`src/rtl/i2s_pkg.sv`:
```
// i2s_pkg: shared state type and synchronizer depth for the I2S target receiver
package i2s_pkg;

    typedef enum logic [1:0] {
        IDLE,
        LEFT,
        RIGHT
    } i2s_tgt_state_t;

    localparam int SYNC_DEPTH = 2;

endpackage

```
`src/rtl/i2s_sync_edge.sv`:
```
// i2s_sync_edge: multi-flop synchronizer with an optional rising-edge strobe
module i2s_sync_edge
    import i2s_pkg::*;
#(
    parameter bit EDGE = 1'b0
) (
    input  logic clk,
    input  logic rst,
    input  logic d,
    output logic q,
    output logic rise
);

    logic [SYNC_DEPTH-1:0] sr;

    // move the asynchronous input through the synchronizer chain
    always_ff @(posedge clk) begin
        if (rst) sr <= '0;
        else     sr <= {sr[SYNC_DEPTH-2:0], d};
    end

    assign q = sr[SYNC_DEPTH-1];

    generate
        if (EDGE) begin : g_edge
            logic q_d;
            // delayed copy of the synced level so a 0->1 step becomes a one-cycle strobe
            always_ff @(posedge clk) begin
                if (rst) q_d <= 1'b0;
                else     q_d <= q;
            end
            assign rise = q & ~q_d;
        end else begin : g_level
            assign rise = 1'b0;
        end
    endgenerate

endmodule

```
`src/rtl/i2s_target_receiver.sv`:
```
// i2s_target_receiver: clock-follower I2S receiver; I2S_TARGET_FRAME_CHECK_EN adds slot-length framing checks
module i2s_target_receiver
    import i2s_pkg::*;
#(
    parameter int WIDTH    = 8,
    parameter int SLOT_MAX = 32
) (
    input  logic             mclk,
    input  logic             rst,
    input  logic             sclk,
    input  logic             ws,
    input  logic             sd_rx,
    output logic [WIDTH-1:0] rx_data_l,
    output logic [WIDTH-1:0] rx_data_r,
    output logic             rx_valid,
    output logic             locked,
    output logic             frame_err
);

    localparam int CW = $clog2(SLOT_MAX + 1);
    localparam logic [WIDTH-1:0] TOP_BIT = WIDTH'(1) << (WIDTH - 1);

    i2s_tgt_state_t state, state_d;
    logic             rise, ws_s, sd_s, ws_prev;
    logic             ws_rise_unused, sd_rise_unused;
    logic [CW-1:0]    bitcnt, bitcnt_inc;
    logic [WIDTH-1:0] shift, cap, stage_l;
    logic             ws_fall, ws_up, commit, stage_ld, clr;

    i2s_sync_edge #(.EDGE(1'b1)) u_sclk (.clk(mclk), .rst(rst), .d(sclk),  .q(),     .rise(rise));
    i2s_sync_edge #(.EDGE(1'b0)) u_ws   (.clk(mclk), .rst(rst), .d(ws),    .q(ws_s), .rise(ws_rise_unused));
    i2s_sync_edge #(.EDGE(1'b0)) u_sd   (.clk(mclk), .rst(rst), .d(sd_rx), .q(sd_s), .rise(sd_rise_unused));

    assign ws_fall    = ws_prev & ~ws_s;
    assign ws_up      = ~ws_prev & ws_s;
    assign bitcnt_inc = (bitcnt == CW'(SLOT_MAX)) ? bitcnt : bitcnt + 1'b1;
    // a bit position past WIDTH shifts the marker out, so surplus bits vanish
    assign cap        = shift | ({WIDTH{sd_s}} & (TOP_BIT >> bitcnt));
    assign locked     = (state != IDLE);

`ifdef I2S_TARGET_FRAME_CHECK_EN
    logic [CW-1:0] left_len;
    logic          err, err_q;
`endif

    // slot sequencing: a ws change marks the current bit as the last of its slot
    always_comb begin
        state_d  = state;
        commit   = 1'b0;
        stage_ld = 1'b0;
        clr      = 1'b0;
`ifdef I2S_TARGET_FRAME_CHECK_EN
        err      = 1'b0;
`endif
        if (rise) begin
            case (state)
                IDLE:    if (ws_fall) begin state_d = LEFT;  clr = 1'b1; end
                LEFT:    if (ws_up)   begin state_d = RIGHT; clr = 1'b1; stage_ld = 1'b1; end
                RIGHT:   if (ws_fall) begin state_d = LEFT;  clr = 1'b1; commit   = 1'b1; end
                default: state_d = IDLE;
            endcase
`ifdef I2S_TARGET_FRAME_CHECK_EN
            if (state != IDLE && (bitcnt == CW'(SLOT_MAX) ||
                (state == RIGHT && ws_fall && bitcnt != left_len))) begin
                state_d = IDLE;
                commit  = 1'b0;
                err     = 1'b1;
            end
`endif
        end
    end

    // state register
    always_ff @(posedge mclk) begin
        if (rst) state <= IDLE;
        else     state <= state_d;
    end

    // shift path, left staging and the committed output pair
    always_ff @(posedge mclk) begin
        if (rst) begin
            ws_prev   <= 1'b0;
            bitcnt    <= '0;
            shift     <= '0;
            stage_l   <= '0;
            rx_data_l <= '0;
            rx_data_r <= '0;
            rx_valid  <= 1'b0;
        end else begin
            rx_valid <= commit;
            if (rise) begin
                ws_prev <= ws_s;
                shift   <= clr ? '0 : cap;
                bitcnt  <= clr ? '0 : bitcnt_inc;
            end
            if (stage_ld) stage_l <= cap;
            if (commit) begin
                rx_data_l <= stage_l;
                rx_data_r <= cap;
            end
        end
    end

`ifdef I2S_TARGET_FRAME_CHECK_EN
    // remember the left slot length and latch any framing error until reset
    always_ff @(posedge mclk) begin
        if (rst) begin
            left_len <= '0;
            err_q    <= 1'b0;
        end else begin
            if (stage_ld) left_len <= bitcnt;
            if (err)      err_q    <= 1'b1;
        end
    end
    assign frame_err = err_q;
`else
    assign frame_err = 1'b0;
`endif

endmodule

```
`config.mk`:
```
export PLATFORM = sky130hd
export DESIGN_NAME = i2s_target_receiver
export DESIGN_NICKNAME = d
export VERILOG_FILES = /design/src/rtl/i2s_pkg.sv /design/src/rtl/i2s_sync_edge.sv /design/src/rtl/i2s_target_receiver.sv
export SDC_FILE = /design/constraint.sdc
export NUM_CORES = 1
export LEC_CHECK = 0
export BUFFER_PORTS_ARGS = -buffer_cell sky130_fd_sc_hd__buf_2
export CORE_MARGIN = 2
export CORE_UTILIZATION = 40
export DETAILED_ROUTE_END_ITERATION = 7
export SETUP_SLACK_MARGIN = 0.5
export SLEW_MARGIN = 20
export SYNTH_ARGS = -nofsm -noshare
export SYNTH_HDL_FRONTEND = slang
export SYNTH_SLANG_ARGS = --single-unit
```
`constraint.sdc`:
```
create_clock -name mclk -period 1.6 [get_ports mclk]
set_clock_uncertainty 0.05 [all_clocks]
set_input_delay 0 -clock mclk [delete_from_list [all_inputs] [get_ports mclk]]
set_output_delay 0 -clock mclk [all_outputs]
set_load 0.05 [all_outputs]
```
After elaboration in Yosys (flattened, before gate mapping)
Index checks and enable logic that the tools add are counted.
- add/sub/neg operators: 1
- equality and inequality tests: 6
- shift operators: 1
- multiplexer cells: 14
- bitwise logic cells: 8
- reductions and logical operators: 5
- operator list (cell ; number):
    two-way mux 6 bit ; 2
    AND 8 bit ; 1
    two-way mux 8 bit ; 1
    OR 8 bit ; 1
    >> shifter 8 x 6 -> 8 bit (first input constant) ; 1
    two-way mux 1 bit ; 7
    adder 6 x 1 -> 6 bit (second input constant) ; 1
    equality test 6 bit (second input constant) ; 1
    two-way mux 2 bit ; 2
    != test 2 bit (second input constant) ; 2
    case mux 2 bit (2 select lines) ; 1
    AND 1 bit ; 3
    NOT 1 bit ; 3
    AND reduction 3 bit ; 1
    equality test 2 x 1 -> 1 bit (second input constant) ; 1
    equality test 2 bit (second input constant) ; 1
    logical NOT 2 bit ; 1
    != test 2 x 1 -> 1 bit (second input constant) ; 1
    case mux 1 bit (2 select lines) ; 1
    AND reduction 2 bit ; 1
    nonzero test 2 bit ; 1
    OR reduction 2 bit ; 1
- register bits after elaboration: 49
- bits of input ports: 5
- logic and storage cells: 47

Logic depth before layout (Yosys ltp)
Gate-level depths: netlist (run 1).
- depth after elaboration: 7
- gate-level depth with buffers: 7
- depth with buffers taken out: 6

By module
A second synthesis (run 1) with hierarchy kept.
- cells, all modules: 235
- area, all modules: 2069.5 µm²
- by module, submodules not included (module ; instances ; cells each ; area each (µm²)):
    i2s_target_receiver ; 1 ; 216 ; 1854.3
    i2s_sync_edge (u_sd ...) ; 2 ; 6 ; 63.8
    i2s_sync_edge (u_sclk) ; 1 ; 7 ; 87.6

Worst setup path after synthesis (run 1)
OpenSTA, ideal clock, no wires.
- path kind: reg-to-reg
- start: register u_sclk.sr[1]
- end: register rx_data_r[0]
- arrival: 1.202 ns
- required time: 1.409 ns
- path slack: 0.207 ns
- stages on the path, launching flop included: 7
- clock period less this slack: 1.393 ns
- cell sequence: dfxtp_1 -> nor2b_1 -> buf_2 -> nand4_2 -> buf_2 -> nor3_1 -> nor3_1
- word-level cells in the longest chain between the ends: 2
- RTL lines (item ; line ; RTL):
    start, declared ; i2s_sync_edge.sv:14 ; logic [SYNC_DEPTH-1:0] sr;
    start signal, assigned ; i2s_sync_edge.sv:19 ; else sr <= {sr[SYNC_DEPTH-2:0], d};
    AND 1 bit ; i2s_sync_edge.sv:32 ; assign rise = q & ~q_d;
    two-way mux 1 bit ; i2s_target_receiver.sv:55 ; if (rise) begin
    end signal, assigned ; i2s_target_receiver.sv:99 ; rx_data_r <= cap;
    end, declared ; i2s_target_receiver.sv:14 ; output logic [WIDTH-1:0] rx_data_r,
Every way passes these cells.
A chain may end at the register's enable or synchronous reset.

Worst setup path in the final report (run 1)
- start: register bitcnt[4]
- end: register rx_data_r[3]
- word-level cells in the longest chain between the ends: 3
- RTL lines (item ; line ; RTL):
    start, declared ; i2s_target_receiver.sv:26 ; logic [CW-1:0] bitcnt, bitcnt_inc;
    start signal, assigned ; i2s_target_receiver.sv:94 ; bitcnt <= clr ? '0 : bitcnt_inc;
    >> shifter 8 x 6 -> 8 bit ; i2s_target_receiver.sv:38 ; assign cap = shift | ({WIDTH{sd_s}} & (TOP_BIT >> bitcnt));
    AND 8 bit ; i2s_target_receiver.sv:38 ;
    OR 8 bit ; i2s_target_receiver.sv:38 ;
Every way passes these cells.

==> results of run 1 <==
[cells by family after synthesis]
| logic type | share of synthesized area |
|---|---|
| flops | 0.458 |
| fa+ha+maj | 0.0117 |
| other cells | 0.00175 |
| simple gates | 0.344 |
| buf+inv | 0.0544 |
| compound gates | 0.130 |
[synthesized netlist by cell type, drive strengths merged]
master    n  area [um2]
dfxtp    49         981
nor2     47         184
a21oi    24         120
nand2    20        77.6
nor3     20         160
buf      13        78.8
nor2b    11        68.8
o21bai    8        86.3
inv       6        22.5
o21ai     6        30.0
clkbuf    4        15.0
nand4     4        31.3
or3       4        26.3
nor4      3        18.8
o32ai     3        26.3
and3      2        13.8
ha        2        25.0
nand3     2        15.0
nand4bb   2        22.5
or2       2        12.5
or4b      2        27.5
a2bb2oi   1        8.76
a31oi     1        6.26
and2      1        6.26
and4      1        8.76
and4bb    1        16.3
conb      1        3.75
nand2b    1        6.26
nand3b    1        7.51
nor3b     1        12.5
or3b      1        8.76
or4       1        11.3
[power groups by stage]
stage,clock [W],sequential [W],combinational [W]
after global placement,0,0.00127,0.000113
after CTS,0.000924,0.00123,0.000154
after global routing,0.000986,0.00124,0.000178
after floorplan,0,0.00127,0.0000966
final,0.000896,0.00123,0.000164
after detailed placement,0,0.00127,0.000113
[worst paths after layout]
check	from	end	cells past startpoint
max reg2reg	bitcnt[4]	rx_data_r[3]	4
max	bitcnt[4]	rx_data_r[3]	4
min	rst	state[0]	2
min reg2reg	u_ws.sr[0]	u_ws.sr[1]	1
[per-stage QoR]
step | power (W) | hold WS, ps
finish | 0.00229 | 19.3
global placement | 0.00138 | 157
floorplan | 0.00136 | 78.2
detailed placement | 0.00138 | 164
CTS | 0.00231 | 10.8
global route | 0.00240 | 38.3
[layer usage]
metal | up-vias | part of all wire | track usage
li1 | 925 | - | -
met1 | 829 | 0.45 | 0.220
met2 | 32 | 0.49 | 0.269
met3 | 12 | 0.029 | 0.0353
met4 | 0 | 0.025 | 0.0839
met5 | - | 0 | 0
[worst max-delay path, delay by kind of cell, from the launching register on]
family / cells / cell delay [ps]
simple gates: 3 / 730
compound gates: 1 / 180
flops: 1 / 370
[state kept, by name (all words and copies together), names as in the netlist, 2 cells and up]
| signal | count |
|---|---|
| state | 2 |
| stage_l | 8 |
| u_sd.sr | 2 |
| rx_data_l | 8 |
| rx_data_r | 8 |
| u_sclk.sr | 2 |
| u_ws.sr | 2 |
| bitcnt | 6 |
| shift | 8 |
[layout make-up]
| cell class | count | area (um2) | share of cell area |
|---|---|---|---|
| clock buffers | 5 | 68.8 | 0.0229 |
| clock inverters | 3 | 46.3 | 0.0154 |
| inverters | 6 | 25.0 | 0.00834 |
| multi-input cells | 173 | 1290 | 0.429 |
| flip-flops and latches | 49 | 1010 | 0.336 |
| well taps | 70 | 87.6 | 0.0292 |
| repair buffers | 56 | 478 | 0.159 |
[what timing repair did]
item,CTS,global route
hold endpoints to repair,3,0
hold buffers,3,0
pin swaps,36,17
resized for setup,58,19
setup endpoints to repair,43,42
gates cloned,1,0
setup buffers,18,4
==> results.py, run 1 <==
metrics = {
    "sta": {
        "period_needed_ps": 1400,
        "tns_ps": 0,
        "final_hold_viol_count": 0,
        "drv_slew": 0,
        "setup_slack_ps": 199,
        "rsz0062_at_grt": "yes",
        "clock.fmax_ghz": 0.714,
        "setup_viol": 0,
        "min_period_over_period": 0.876,
    },
    "synthesis": {
        "synth_cell_types": 42,
        "ys_seq_elements": 49,
        "netlist_instances": 245,
        "seq_area_frac_synth": 0.458,
        "avgSynthCellArea_um2": 8.73,
        "yosys_warnings": 0,
        "syn_nets": 252,
        "syn_area_mm2": 0.00214,
    },
    "power": {
        "switching_share": 0.230,
        "powerDensity_mw_per_mm2": 764,
        "p_switching_w": 0.000527,
        "clkPwrFrac": 0.391,
        "p_comb_frac": 0.072,
        "peakVddDrop_mv": 0.388,
        "internal-power_w": 0.00177,
        "power_frac_seq": 0.538,
        "p_leak_nw": 1.15,
    },
    "placed_design": {
        "dp.cells": 328,
        "gp_congestion": 0.784,
        "numPortBuffers": 22,
        "hpwl_mm": 2.91,
        "dp_slack_ps": 99.0,
        "place_area_mm2": 0.00237,
    },
    "clocking": {
        "clk_path_buf_depth": 2,
        "clock-sinks": 49,
        "htreeDepth": 2,
        "cts_buffers": 5,
        "path_clk_slew_ps": 90,
        "insertion_delay_ps": 300,
        "cts_tree": "built",
        "clockRootBuffer": "clkbuf_8",
    },
    "setup_path": {
        "worstPathArrival_ps": 1580,
        "critPathSlowestCell": "or4b_4",
        "critical_path_required_ps": 1780,
        "reg2reg_slack_ps": 200,
        "end_kind": "register",
        "crit_chain": "or4b_4 > o21bai_4 > nor2_2 > nor3_2",
        "cp-start-kind": "register",
        "cp_max_fo": 8,
        "crit_type": "register to register",
        "cpPeakStageDelay_ps": 580,
    },
    "global_route": {
        "grt_pass1_wl_mm": 8.07,
        "overflow": 0,
        "grt_pass1_vias": 1691,
        "antenna_found_initial": 0,
        "grt_usage": 0.170,
        "grt_max_degree": 28,
    },
    "floorplanning": {
        "pin_count": 24,
        "dieArea_mm2": 0.00595,
        "coreArea_mm2": 0.00514,
        "die_w_um": 77.1,
        "die_y_um": 77.1,
        "initial_utilization": 0.416,
        "rows": 26,
    },
    "min_path": {
        "min_path_type": "input pin to register",
    },
    "finish": {
        "final_area_mm2": 0.00300,
        "area_growth_pct": 40.3,
        "antenna_cells": 0,
        "final_nets": 298,
        "drive_gt1_frac": 0.473,
        "final_common_cell": "dfxtp_1",
        "final_cells": 362,
        "layout_common_cells": "38 x dfxtp_1, 31 x nor2_1, 22 x a21oi_1",
        "utilization": 0.584,
        "nFillCells": 456,
    },
    "detailed_routing": {
        "wirelength_mm": 4.72,
        "drcViolationCount": 0,
        "wl_per_cell_um": 13.0,
        "vias": 1798,
        "viasPerCell": 4.97,
        "drt_iter0_markers": 64,
        "drt_first_pass_iters": 4,
        "ant_nets": 0,
    },
    "run": {
        "drv_cap": 0,
    },
    "run_status": {
        "status": "finished, final reports clean",
    },
}
Power figures use the tool's default switching activity.
==> run 2: changes to the inputs <==
CORE_MARGIN = default   (was 2)
TNS_END_PERCENT = 20   (was default)
==> run 2 against run 1 <==
  * Power grew 4.4%
  * First-iteration DRC count grew 14%
  * Global-route usage grew 0.11 points
  * Count of clock-buffer cells in the layout is the same
  * Sequential share of layout area grew 1.9 points
  * Fmax shrank 1.6%
  * Hold slack gained 4.5 ps
==> results.py, run 2 (synthesized netlist as in run 1, its figures left out) <==
metrics = {
    "power": {
        "switching_share": 0.204,
        "peakVddDrop_mv": 0.366,
        "p_leak_nw": 1.09,
        "powerDensity_mw_per_mm2": 846,
        "p_switching_w": 0.000488,
        "internal-power_w": 0.00191,
        "p_total_w": 0.00239,
        "clkPwrFrac": 0.425,
        "p_comb_frac": 0.059,
        "power_frac_seq": 0.516,
    },
    "setup_path": {
        "cp_max_fo": 7,
        "crit_type": "register to register",
        "cp-start-kind": "register",
        "critical_path_required_ps": 1790,
        "worstPathArrival_ps": 1610,
        "cpPeakStageDelay_ps": 580,
        "regToRegEndpoint": "rx_data_r[5]",
        "reg2reg_slack_ps": 180,
        "reg2reg_from": "bitcnt[4]",
        "crit_start": "bitcnt[4]",
        "reg2reg_depth": 4,
        "crit_chain": "or4_4 > o21bai_4 > nor2_2 > nor3_2",
        "critPathSlowestCell": "or4_4",
        "endpoint": "rx_data_r[5]",
        "end_kind": "register",
    },
    "finish": {
        "regArea_mm2": 0.00101,
        "final_nets": 291,
        "area_growth_pct": 32.3,
        "multi_input_area_mm2": 0.00121,
        "final_cells": 355,
        "final_common_cell": "dfxtp_1",
        "antenna_cells": 0,
        "drive_gt1_frac": 0.421,
        "final_area_mm2": 0.00283,
        "nFillCells": 490,
        "layout_common_cells": "39 x dfxtp_1, 31 x nor2_1, 24 x a21oi_1",
    },
    "detailed_routing": {
        "drt_iter0_markers": 73,
        "ant_nets": 0,
        "drcViolationCount": 0,
        "wl_per_cell_um": 12.8,
        "vias": 1778,
        "viasPerCell": 5.01,
        "drt_first_pass_iters": 4,
        "wirelength_mm": 4.54,
    },
    "sta": {
        "rsz0062_at_grt": "yes",
        "final_hold_viol_count": 0,
        "period_needed_ps": 1420,
        "clock.fmax_ghz": 0.703,
        "setup_viol": 0,
        "setup_slack_ps": 177,
        "drv_slew": 0,
        "min_period_over_period": 0.889,
        "tns_ps": 0,
    },
    "global_route": {
        "antenna_found_initial": 0,
        "grt_usage": 0.171,
        "overflow": 0,
        "grt_max_degree": 38,
        "grt_pass1_wl_mm": 7.36,
        "grt_pass1_vias": 1606,
    },
    "placed_design": {
        "dp_slack_ps": 91.2,
        "dp.cells": 328,
        "hpwl_mm": 2.75,
        "numPortBuffers": 22,
        "place_area_mm2": 0.00232,
        "gp_congestion": 0.773,
    },
    "clocking": {
        "clockRootBuffer": "clkbuf_8",
        "cts_tree": "built",
        "insertion_delay_ps": 300,
        "clk_path_buf_depth": 2,
        "htreeDepth": 2,
        "path_clk_slew_ps": 90,
        "cts_buffers": 5,
        "clock-sinks": 49,
    },
    "floorplanning": {
        "die_y_um": 75.1,
        "dieArea_mm2": 0.00565,
        "initial_utilization": 0.416,
        "pin_count": 24,
        "die_w_um": 75.1,
        "rows": 26,
        "coreArea_mm2": 0.00514,
    },
    "run": {
        "drv_cap": 0,
    },
    "min_path": {
        "min_path_type": "input pin to register",
        "hold_depth": 3,
    },
    "run_status": {
        "status": "finished, final reports clean",
    },
}
-- run 2: power groups by stage --
stage	sequential (W)	combinational [W]	clock, W
3_5_place_dp	0.00127	0.000103	0
2_1_floorplan	0.00126	0.0000859	0
6_report	0.00123	0.000142	0.00102
3_3_place_gp	0.00127	0.000102	0
5_1_grt	0.00124	0.000154	0.00110
4_1_cts	0.00124	0.000123	0.00105
-- run 2: worst max-delay path: cells and delay by family, from the launching register on --
family / cells / cell delay (ps)
simple gates: 3 / 730
flops: 1 / 370
compound gates: 1 / 200
-- run 2: worst min path at each step --
stage               startpoint            to  slack, ps
floorplan                 sclk  u_sclk.sr[0]         80
global placement            ws    u_ws.sr[0]        160
finish                     rst      shift[1]         20
CTS                        rst      shift[6]         10
detailed placement       sd_rx    u_sd.sr[0]        170
global route               rst      shift[1]         50
-- run 2: repair_timing --
item	4_1_cts	5_1_grt
gates cloned	0	2
hold endpoints to repair	6	0
hold buffers	5	0
setup buffers	3	9
gates resized for setup	31	24
pin swaps	18	10
setup endpoints to repair	43	43
-- run 2: final cells by class --
| class | instances | share of cell area |
|---|---|---|
| clock buffer | 5 | 0.0243 |
| clock inverter | 3 | 0.0230 |
| tap | 70 | 0.0309 |
| inverter | 6 | 0.00795 |
| multi-input combinational | 173 | 0.429 |
| timing repair buffer | 49 | 0.129 |
| sequential | 49 | 0.355 |
-- run 2: metrics by stage --
stage | utilization | hold WS, ps
finish | 0.551 | 23.8
global route | 0.551 | 46.5
CTS | 0.511 | 11.7
detailed placement | 0.451 | 168
global placement | 0.451 | 157
floorplan | - | 78.2
-- run 2: routing by layer --
metal,track usage,share of wire
met1,0.222,0.47
met3,0.0455,0.030
met4,0.0658,0.012
met5,0,0
met2,0.272,0.49
